--- config.mk ---
export PLATFORM = sky130hd
export DESIGN_NAME = fetch_unit_flat
export DESIGN_NICKNAME = d
export VERILOG_FILES = /design/src/rtl/cpu_pkg.sv /design/src/rtl/fetch_unit_if.sv /design/src/rtl/fetch_unit_next_pc_calc.sv /design/src/rtl/fetch_unit.sv /design/src/flat_wrapper.sv
export SDC_FILE = /design/constraint.sdc
export NUM_CORES = 1
export LEC_CHECK = 0
export BUFFER_PORTS_ARGS = -buffer_cell sky130_fd_sc_hd__clkbuf_2
export CAP_MARGIN = 15
export CORE_ASPECT_RATIO = 1.2
export CORE_MARGIN = 2
export CORE_UTILIZATION = 35
export CTS_CLUSTER_DIAMETER = 40
export DETAILED_ROUTE_END_ITERATION = 8
export PLACE_DENSITY = 0.59
export RECOVER_POWER = 25
export SLEW_MARGIN = 20
export SYNTH_ARGS = -nofsm -noshare
export SYNTH_HDL_FRONTEND = slang
export SYNTH_SLANG_ARGS = --single-unit
--- constraint.sdc ---
create_clock -name clk -period 4.29 [get_ports clk]
set_input_delay 0 -clock clk [delete_from_list [all_inputs] [get_ports clk]]
set_output_delay 0 -clock clk [all_outputs]
set_load 0.05 [all_outputs]
--- src/rtl/cpu_pkg.sv ---
// Shared CPU definitions: opcodes, fetch FSM states and PC constants.
// Imported by the fetch stage and the later pipelined core.
package cpu_pkg;

    localparam logic [31:0] RESET_PC_DEFAULT = 32'h0000_0000;
    localparam int          WORD_BYTES       = 4;

    localparam logic [5:0] OP_RTYPE = 6'b000000;
    localparam logic [5:0] OP_LW    = 6'b100011;
    localparam logic [5:0] OP_SW    = 6'b101011;
    localparam logic [5:0] OP_ADDI  = 6'b001000;
    localparam logic [5:0] OP_ANDI  = 6'b001100;
    localparam logic [5:0] OP_BEQ   = 6'b000100;
    localparam logic [5:0] OP_BNE   = 6'b000101;
    localparam logic [5:0] OP_J     = 6'b000010;

    typedef enum logic [1:0] {
        S_IDLE,
        S_REQ,
        S_EXEC
    } fetch_state_e;

    // Word displacement of a branch: sign-extended immediate scaled to bytes.
    function automatic logic [31:0] branch_offset(input logic [15:0] imm);
        return {{14{imm[15]}}, imm, 2'b00};
    endfunction

endpackage

--- src/rtl/fetch_unit_if.sv ---
// Instruction-memory request/acknowledge bus between fetch and imem.
interface fetch_unit_if;

    logic        imem_req;
    logic [31:0] imem_addr;
    logic        imem_ack;
    logic [31:0] imem_rdata;

    modport master (
        output imem_req,
        output imem_addr,
        input  imem_ack,
        input  imem_rdata
    );

    modport slave (
        input  imem_req,
        input  imem_addr,
        output imem_ack,
        output imem_rdata
    );

endinterface

--- src/rtl/fetch_unit_next_pc_calc.sv ---
// Combinational next-PC selection: jump, beq/bne branch targets, or fall-through.
module next_pc_calc
    import cpu_pkg::*;
(
    input  logic [31:0] pc,
    input  logic [25:0] target_field,
    input  logic        jump,
    input  logic        branch_beq,
    input  logic        branch_bne,
    input  logic        zero,
    output logic [31:0] pc_plus4,
    output logic [31:0] next_pc
);

    logic [31:0] branch_target;
    logic [31:0] jump_target;
    logic        branch_taken;

    assign pc_plus4      = pc + 32'(WORD_BYTES);
    assign branch_target = pc_plus4 + branch_offset(target_field[15:0]);
    assign jump_target   = {pc_plus4[31:28], target_field, 2'b00};
    // Both branch conditions are independent; either one taking wins.
    assign branch_taken  = (branch_beq && zero) || (branch_bne && !zero);

    always_comb begin
        // NOTE: default assigned first so no path through this block infers a latch.
        next_pc = pc_plus4;
        if (jump) begin
            next_pc = jump_target;
        end else if (branch_taken) begin
            next_pc = branch_target;
        end
    end

endmodule

--- src/rtl/fetch_unit.sv ---
// Fetch stage: requests one instruction at pc, holds it for decode/execute,
// then advances pc via next_pc_calc when execute reports completion.
module fetch_unit
    import cpu_pkg::*;
#(
    parameter logic [31:0] RESET_PC = RESET_PC_DEFAULT
) (
    input  logic              clk,
    input  logic              rst_n,
    fetch_unit_if.master      imem,
    output logic [31:0]       instr,
    output logic [5:0]        opcode,
    output logic              instr_valid,
    output logic [31:0]       pc,
    output logic [31:0]       pc_plus4,
    input  logic              jump,
    input  logic              branch_beq,
    input  logic              branch_bne,
    input  logic              zero,
    input  logic              ex_done,
    output logic [31:0]       instret
);

    fetch_state_e state;
    logic         req_q;
    logic [31:0]  next_pc;

    next_pc_calc u_next_pc_calc (
        .pc           (pc),
        .target_field (instr[25:0]),
        .jump         (jump),
        .branch_beq   (branch_beq),
        .branch_bne   (branch_bne),
        .zero         (zero),
        .pc_plus4     (pc_plus4),
        .next_pc      (next_pc)
    );

    assign imem.imem_req  = req_q;
    assign imem.imem_addr = pc;
    assign opcode         = instr[31:26];

    always_ff @(posedge clk or negedge rst_n) begin
        if (!rst_n) begin
            state       <= S_IDLE;
            pc          <= RESET_PC;
            instr       <= '0;
            instr_valid <= 1'b0;
            req_q       <= 1'b0;
            instret     <= '0;
        end else begin
            // NOTE: non-blocking assignments so every register sees pre-edge values.
            case (state)
                S_IDLE: begin
                    state <= S_REQ;
                    req_q <= 1'b1;
                end
                S_REQ: begin
                    if (imem.imem_ack) begin
                        instr       <= imem.imem_rdata;
                        instr_valid <= 1'b1;
                        req_q       <= 1'b0;
                        state       <= S_EXEC;
                    end
                end
                S_EXEC: begin
                    // Request the next word on the retire edge: no idle gap.
                    if (ex_done) begin
                        pc          <= next_pc;
                        instret     <= instret + 32'd1;
                        instr_valid <= 1'b0;
                        req_q       <= 1'b1;
                        state       <= S_REQ;
                    end
                end
                default: begin
                    state <= S_IDLE;
                    req_q <= 1'b0;
                end
            endcase
        end
    end

endmodule

--- src/flat_wrapper.sv ---
// flat-port wrapper written by rule: the top's interface ports become plain ports
module fetch_unit_flat import cpu_pkg::*;
#(
    parameter logic [31:0] RESET_PC = RESET_PC_DEFAULT
)
  (clk, rst_n, instr, opcode, instr_valid, pc, pc_plus4, jump, branch_beq, branch_bne, zero, ex_done, instret, imem_imem_req, imem_imem_addr, imem_imem_ack, imem_imem_rdata);
  fetch_unit_if imem_i ();
  input  logic clk;
  input  logic rst_n;
  output logic [31:0] instr;
  output logic [5:0] opcode;
  output logic instr_valid;
  output logic [31:0] pc;
  output logic [31:0] pc_plus4;
  input  logic jump;
  input  logic branch_beq;
  input  logic branch_bne;
  input  logic zero;
  input  logic ex_done;
  output logic [31:0] instret;
  output wire logic [$bits(imem_i.imem_req)-1:0] imem_imem_req;
  output wire logic [$bits(imem_i.imem_addr)-1:0] imem_imem_addr;
  input wire logic [$bits(imem_i.imem_ack)-1:0] imem_imem_ack;
  input wire logic [$bits(imem_i.imem_rdata)-1:0] imem_imem_rdata;
  assign imem_imem_req = imem_i.imem_req;
  assign imem_imem_addr = imem_i.imem_addr;
  assign imem_i.imem_ack = imem_imem_ack;
  assign imem_i.imem_rdata = imem_imem_rdata;
  fetch_unit #(.RESET_PC(RESET_PC)) u_core (.clk(clk), .rst_n(rst_n), .imem(imem_i), .instr(instr), .opcode(opcode), .instr_valid(instr_valid), .pc(pc), .pc_plus4(pc_plus4), .jump(jump), .branch_beq(branch_beq), .branch_bne(branch_bne), .zero(zero), .ex_done(ex_done), .instret(instret));
endmodule
==> reports/metrics.yaml, run 1 <==
cp_max_fo: 8
period_share_pct: 89.5
finalCoreUtilization_pct: 44.7
grt_max_degree: 61
track_usage_pct: 20.7
cts_root_buffer: "clkbuf_16"
layout-drive-gt1-share_pct: 25.8
clock_sinks: 97
yosysWarnings: 0
num_io_pins: 208
synth.largest_area_cell: "dfrtp_1"
crit_required_ns: 4.54
clkTransAtPathRegs_ns: 0.08
final_nets: 1012
drt-total-wl_microns: 21000
critPathLaunchType: "flip-flop"
synthDistinctLibCells: 60
max_freq_ghz: 0.260
status: "finished with violations"
skew_ns: 0.0117
initial_core_util_pct: 35.7
ant_nets: 0
clockBufferDepth: 2
post_dp_cell_area_sq_um: 7780
syn_avg_cell_area_sq_um: 9.10
num_vias: 6254
violations: "capacitance limit, slew limit"
numCtsBuffers: 9
cp-end-kind: "flip-flop"
holdCritPathClass: "in -> reg"
dominantRegCellSynth: "dfrtp_1"
gp_congestion: 0.901
numPortBuffers: 201
core_sq_um: 18900
drv_cap: 1
r2r_cells: 14
worst_pin_slew_ns: 3.34
final-hold-violation-count: 0
synth_edf_count: 0
htreeDepth: 3
hold_end: "u_core.imem.imem_addr[22]$_DFFE_PN0P_"
reg2reg_from: "u_core.imem.imem_addr[4]$_DFFE_PN0P_"
num_antenna_cells: 0
drt_first_pass_iters: 5
multi_input_area_sq_um: 3930
grt.overflow.total: 0
die_h_microns: 156
hp-start: "zero"
netlist_instances: 740
via_per_inst: 5.23
die_w_microns: 131
reg2reg_to: "u_core.imem.imem_addr[31]$_DFFE_PN0P_"
ys_seq_area_share_pct: 36.0
dieArea_sq_um: 20400
avgRoutedWirePerCell_microns: 17.5
antenna_found_initial: 0
first_global_vias: 5989
yosysTopAreaCellShare_pct: 36.0
drt_iter0_markers: 389
grt_pass1_wl_microns: 32500
critPathArrivalTime_ns: 4.09
syn_area_sq_um: 6740
whs_path_depth: 4
drc_errors: 0
register_area_sq_um: 2430
ys_ff_latch: 97
postCtsSetupRepairBufs: 0
rows: 55
cts_tree: "built"
areaGrowthSynthToFinish_pct: 25.0
max-slew-margin-rel_pct: -122
dp_hpwl_microns: 15800
ys_top_cells_by_area: "dfrtp_1, xnor2_1, ha_1, mux2_2, buf_4"
min_period_ns: 3.84
finalSetupViolCount: 0
clkLatencyLatePin_ns: 0.36
grt_setup_unrepaired: "no"
synthArstFlopShare_pct: 100
drv_slew: 61
fill_cells: 1893
stdcell_area_sq_um: 8420
ff2ff_setup_slack_ns: 0.45
criticalPathCategory: "reg -> reg"
==> placed cells by master (no fill, tap or decap), types with 4 or more instances in the layout <==
| cell type | instances |
|---|---|
| nand4_1 | 12 |
| dlygate4sd3_1 | 35 |
| xor2_1 | 27 |
| o22ai_1 | 5 |
| mux2_2 | 33 |
| o31ai_1 | 7 |
| a211oi_1 | 15 |
| xnor2_2 | 4 |
| and3_1 | 19 |
| clkbuf_1 | 30 |
| o21a_1 | 6 |
| o211ai_1 | 13 |
| ha_1 | 37 |
| buf_4 | 9 |
| a21o_1 | 7 |
| clkbuf_2 | 171 |
| inv_1 | 10 |
| a21oi_1 | 39 |
| nand3_1 | 33 |
| clkbuf_16 | 9 |
| nor3_1 | 11 |
| conb_1 | 6 |
| xnor2_1 | 50 |
| and4_1 | 9 |
| o21ai_0 | 50 |
| nand2_1 | 81 |
| nor2_1 | 48 |
| dfrtp_1 | 97 |
==> worst max-delay path by stage <==
stage	from	to	slack [ns]	cells past startpoint
after floorplan	u_core.imem.imem_addr[10]$_DFFE_PN0P_	u_core.imem.imem_addr[28]$_DFFE_PN0P_	-0.11	14
after global placement	u_core.imem.imem_addr[4]$_DFFE_PN0P_	u_core.imem.imem_addr[31]$_DFFE_PN0P_	0.53	14
after detailed placement	u_core.imem.imem_addr[4]$_DFFE_PN0P_	u_core.imem.imem_addr[28]$_DFFE_PN0P_	0.49	14
after CTS	u_core.imem.imem_addr[4]$_DFFE_PN0P_	u_core.imem.imem_addr[28]$_DFFE_PN0P_	0.47	14
after global routing	u_core.imem.imem_addr[10]$_DFFE_PN0P_	u_core.imem.imem_addr[30]$_DFFE_PN0P_	0.05	14
final	u_core.imem.imem_addr[4]$_DFFE_PN0P_	u_core.imem.imem_addr[31]$_DFFE_PN0P_	0.45	14
==> cells in the mapped netlist (4+ instances only) <==
cell type  count
dfrtp_1       97
nand2_1       81
xnor2_1       54
o21ai_0       50
nor2_1        48
buf_4         42
a21oi_1       39
ha_1          37
mux2_2        33
nand3_1       33
xor2_1        28
clkbuf_1      21
and3_1        19
a211oi_1      15
o211ai_1      13
nand4_1       12
nor3_1        11
inv_1         10
and4_1         9
a21o_1         7
o31ai_1        7
o21a_1         6
o22ai_1        5
and2_1         4
mux2i_1        4
==> metal layers <==
layer	vias to the layer above	share of wire (%)	GRT usage (%)
met5	-	0	0
li1	3025	-	-
met2	263	47	33.4
met1	2923	43	26.8
met4	0	3.7	8.81
met3	43	6.2	4.08
==> logic make-up after synthesis <==
logic type	synth area share (%)
XOR/XNOR	10.7
AO/OA/AOI/OAI	16.3
flip-flops	36.0
buffers and inverters	6.65
AND/OR/NAND/NOR	17.0
adder cells (fa/ha/maj)	7.17
multiplexers	6.11
other	0.0557
==> registers in the layout, summed over array words and instances, names as in the netlist <==
signal,count
u_core.imem.imem_addr,30
u_core.instret,32
u_core.state,2
u_core.instr_valid,1
u_core.instr,32
==> final cells by class <==
cell class / count / area share, %
clock inverter: 7 / 1.11
timing repair buffer: 245 / 16.5
tap: 256 / 3.80
clock buffer: 9 / 2.67
inverter: 10 / 0.446
multi-input combinational: 571 / 46.7
sequential: 97 / 28.8
==> through the flow <==
step	setup WS (ns)	setup TNS, ns	hold WS, ns	instances
3_3_place_gp	0.529	0	0.144	1144
5_1_grt	0.0533	0	0.354	1195
4_1_cts	0.474	0	0.299	1195
6_report	0.451	0	0.297	1195
2_1_floorplan	-0.112	-0.129	-0.296	745
3_5_place_dp	0.493	0	0.142	1144
==> critical path, stage by stage, from the launching register on <==
cell       delay (ns)
dfrtp_1          0.49
nand3_2          0.14
or4_4            0.60
nor2_2           0.27
nand2_1          0.16
xnor2_1          0.53
ha_1             0.37
nand3_1          0.08
nor2_1           0.05
a2111oi_0        0.34
o21ai_0          0.13
o21ai_0          0.26
a21oi_1          0.11
mux2i_1          0.14
nand2_1          0.06
==> repair_timing <==
| item | 4_1_cts | 5_1_grt |
|---|---|---|
| endpoints found under the setup margin | 0 | 2 |
| hold buffers | 35 | 0 |
| gates resized for setup | 0 | 1 |
| hold endpoints to repair | 93 | 0 |
Power of run 1 is left out: the tool's default activity adds up to more than one toggle a clock period on the data nets, which glitch-free logic cannot reach.
==> run 2, diff against run 1 <==
--- a/config.mk
+++ b/config.mk
@@ -5,7 +5,7 @@
 export SDC_FILE = /design/constraint.sdc
 export NUM_CORES = 1
 export LEC_CHECK = 0
-export BUFFER_PORTS_ARGS = -buffer_cell sky130_fd_sc_hd__clkbuf_2
+export BUFFER_PORTS_ARGS = -buffer_cell sky130_fd_sc_hd__buf_4
 export CAP_MARGIN = 15
 export CORE_ASPECT_RATIO = 1.2
 export CORE_MARGIN = 2
==> run 2 against run 1 <==
Against the previous run:
- the flow still finishes with violations (capacitance limit, slew limit)
- via count is essentially flat
- core utilization up 1.6 points
- sequential cell count unchanged
- sequential share of layout area down 0.97 points
- maximum frequency decreased by 2.6%
- setup slack worse by 0.10 ns
- critical path depth rose by 1
- largest cell class unchanged
- final area is 3.6% higher
- clock-buffer cell count stayed put
- routed wire length is 1.7% higher
==> reports/metrics.yaml, run 2 (synthesis results as in run 1) <==
crit_required_ns: 4.52  # -0.02 ns
num_io_pins: 208  # unchanged
detailedPlace.worstSlack_ns: 0.375  # -0.118 ns
layout-drive-gt1-share_pct: 22.7  # -3.1 points
holdCritPathClass: "in -> reg"
drt_iter0_markers: 271  # -30%
core_sq_um: 18900  # unchanged
layout_common_cells: "buf_4, dfrtp_1, nand2_1"
avgRoutedWirePerCell_microns: 17.8  # +1.6%
fin_ws_ns: 0.350  # -0.101 ns
top_usage_layer: "met2"
worst_pin_slew_ns: 1.72  # -1.61 ns
initial_core_util_pct: 35.7  # unchanged
grt_max_degree: 66  # +8.2%
mostFrequentLayoutCell: "buf_4"
grt.overflow.total: 0  # unchanged
whs_ns: 0.157  # -0.140 ns
final-hold-violation-count: 0  # unchanged
whs_path_depth: 3  # -1
final_cells: 1196  # +0.084%
grt_use_met2_pct: 35.1  # +1.7 points
cpPeakStageDelay_ns: 0.55  # -0.05 ns
drt-total-wl_microns: 21300  # +1.7%
clock_sinks: 97  # unchanged
dp_hpwl_microns: 16000  # +1.5%
worstPathCellList: "nand4_1 > or4_4 > nor2_2 > and3_1 > xor2_2 > ha_1 > a21oi_1 > o21ai_0 > o41ai_1 > buf_4 > nor2_1 > a211o_1 > a21oi_1 > xor2_1 > o21ai_0"
critPathLaunchType: "flip-flop"
critPathBufInv: 1  # +1
period_share_pct: 91.8  # +2.4 points
reg2reg_to: "u_core.imem.imem_addr[28]$_DFFE_PN0P_"
cp_max_fo: 9  # +1
areaGrowthSynthToFinish_pct: 29.4
hp-start: "jump"
violations: "capacitance limit, slew limit"
crit_family: "simple AND/OR/NAND/NOR gates"
cp-end-kind: "flip-flop"
num_antenna_cells: 0  # unchanged
via_per_inst: 5.23  # -0.13%
use_met3_pct: 3.64  # -0.45 points
gp_congestion: 0.893  # -0.81%
reg2reg_from: "u_core.imem.imem_addr[10]$_DFFE_PN0P_"
die_w_microns: 131  # unchanged
htreeDepth: 3  # unchanged
antenna_found_initial: 0  # unchanged
cts_root_buffer: "clkbuf_16"
finalSetupViolCount: 0  # unchanged
ff2ff_setup_slack_ns: 0.35  # -0.10 ns
cts_tree: "built"
numCtsBuffers: 9  # unchanged
rows: 55  # unchanged
drv_slew: 66  # +8.2%
ant_nets: 0  # unchanged
max-slew-margin-rel_pct: -15.0  # +110 points
drv_cap: 1  # unchanged
status: "finished with violations"
track_usage_pct: 20.9  # +0.24 points
first_global_vias: 6090  # +1.7%
num_vias: 6251  # -0.048%
die_h_microns: 156  # unchanged
grt_pass1_wl_microns: 33000  # +1.6%
final_nets: 1013  # +0.099%
r2r_cells: 15  # +1
critPathArrivalTime_ns: 4.17  # +0.08 ns
hold_end: "u_core.imem.imem_addr[2]$_DFFE_PN0P_"
min_period_ns: 3.94  # +0.101 ns
numPortBuffers: 201  # unchanged
finalCoreUtilization_pct: 46.2  # +1.6 points
drc_errors: 0  # unchanged
skew_ns: 0.00892  # -0.00281 ns
cp_slowest_cell: "or4_4"
use_met1_pct: 27.2  # +0.44 points
grt_setup_unrepaired: "no"
criticalPathCategory: "reg -> reg"
clockBufferDepth: 2  # unchanged
drt_first_pass_iters: 5  # unchanged
clkTransAtPathRegs_ns: 0.08  # about the same
max_freq_ghz: 0.254  # -2.6%
dieArea_sq_um: 20400  # unchanged
postCtsSetupRepairBufs: 0  # unchanged
dpl.cell_count: 1145  # +0.087%
clkLatencyLatePin_ns: 0.36  # about the same
[run 2: cell count changes in the layout (fill, tap and decap cells not counted)]
cell	delta
clkinvlp_4	-1
buf_4	+141
dfrtp_1	-1
inv_6	-2
clkbuf_2	-170
clkbuf_1	+30
o41ai_1	+1
clkinv_4	+2
inv_8	+2
dfrtp_2	+1
bufinv_16	-1
o41ai_2	-1
[run 2: final cells by class]
class | count | area (sq um)
clock buffers | 9 | 225
clock inverters | 7 | 78.8
fillers | 1930 | 10100
inverters | 10 | 37.5
multi-input cells | 571 | 3920
flip-flops and latches | 97 | 2430
well taps | 256 | 320
repair buffers | 246 | 1710
[run 2: worst max path at each step]
stage                                       endpoint  depth (start not counted)                             startpoint  slack [ns]
2_1_floorplan  u_core.imem.imem_addr[28]$_DFFE_PN0P_                         14  u_core.imem.imem_addr[10]$_DFFE_PN0P_       -0.11
3_3_place_gp   u_core.imem.imem_addr[28]$_DFFE_PN0P_                         15   u_core.imem.imem_addr[4]$_DFFE_PN0P_        0.49
3_5_place_dp   u_core.imem.imem_addr[28]$_DFFE_PN0P_                         15   u_core.imem.imem_addr[4]$_DFFE_PN0P_        0.37
4_1_cts        u_core.imem.imem_addr[28]$_DFFE_PN0P_                         15   u_core.imem.imem_addr[4]$_DFFE_PN0P_        0.36
6_report       u_core.imem.imem_addr[28]$_DFFE_PN0P_                         15  u_core.imem.imem_addr[10]$_DFFE_PN0P_        0.35
5_1_grt        u_core.imem.imem_addr[28]$_DFFE_PN0P_                         15  u_core.imem.imem_addr[10]$_DFFE_PN0P_        0.01
[run 2: through the flow]
step	area, sq um	setup TNS (ns)
floorplan	6790	-0.129
global placement	8290	0
detailed placement	8290	0
CTS	8940	0
global route	8720	0
finish	8720	0
[run 2: worst register-to-register path, delay by kind of cell (launching register included)]
kind	cells	cell delay (ns)
AND/OR/NAND/NOR	5	1.28
AO/OA/AOI/OAI	6	1.14
buffers and inverters	1	0.18
adder cells (fa/ha/maj)	1	0.29
XOR/XNOR	2	0.40
flip-flops	1	0.52
[run 2: timing repair]
item                                    CTS  global route
endpoints found under the setup margin    0             1
hold buffers                             35             0
hold endpoints to repair                 98             0
resized for setup                         0             1
[run 2: metal layers]
layer	share of wire [%]	wire length, microns
met5	0	0
met4	2.6	561
met3	5.7	1210
met2	48	10300
met1	43	9230
Power of run 2 is left out for the same reason.
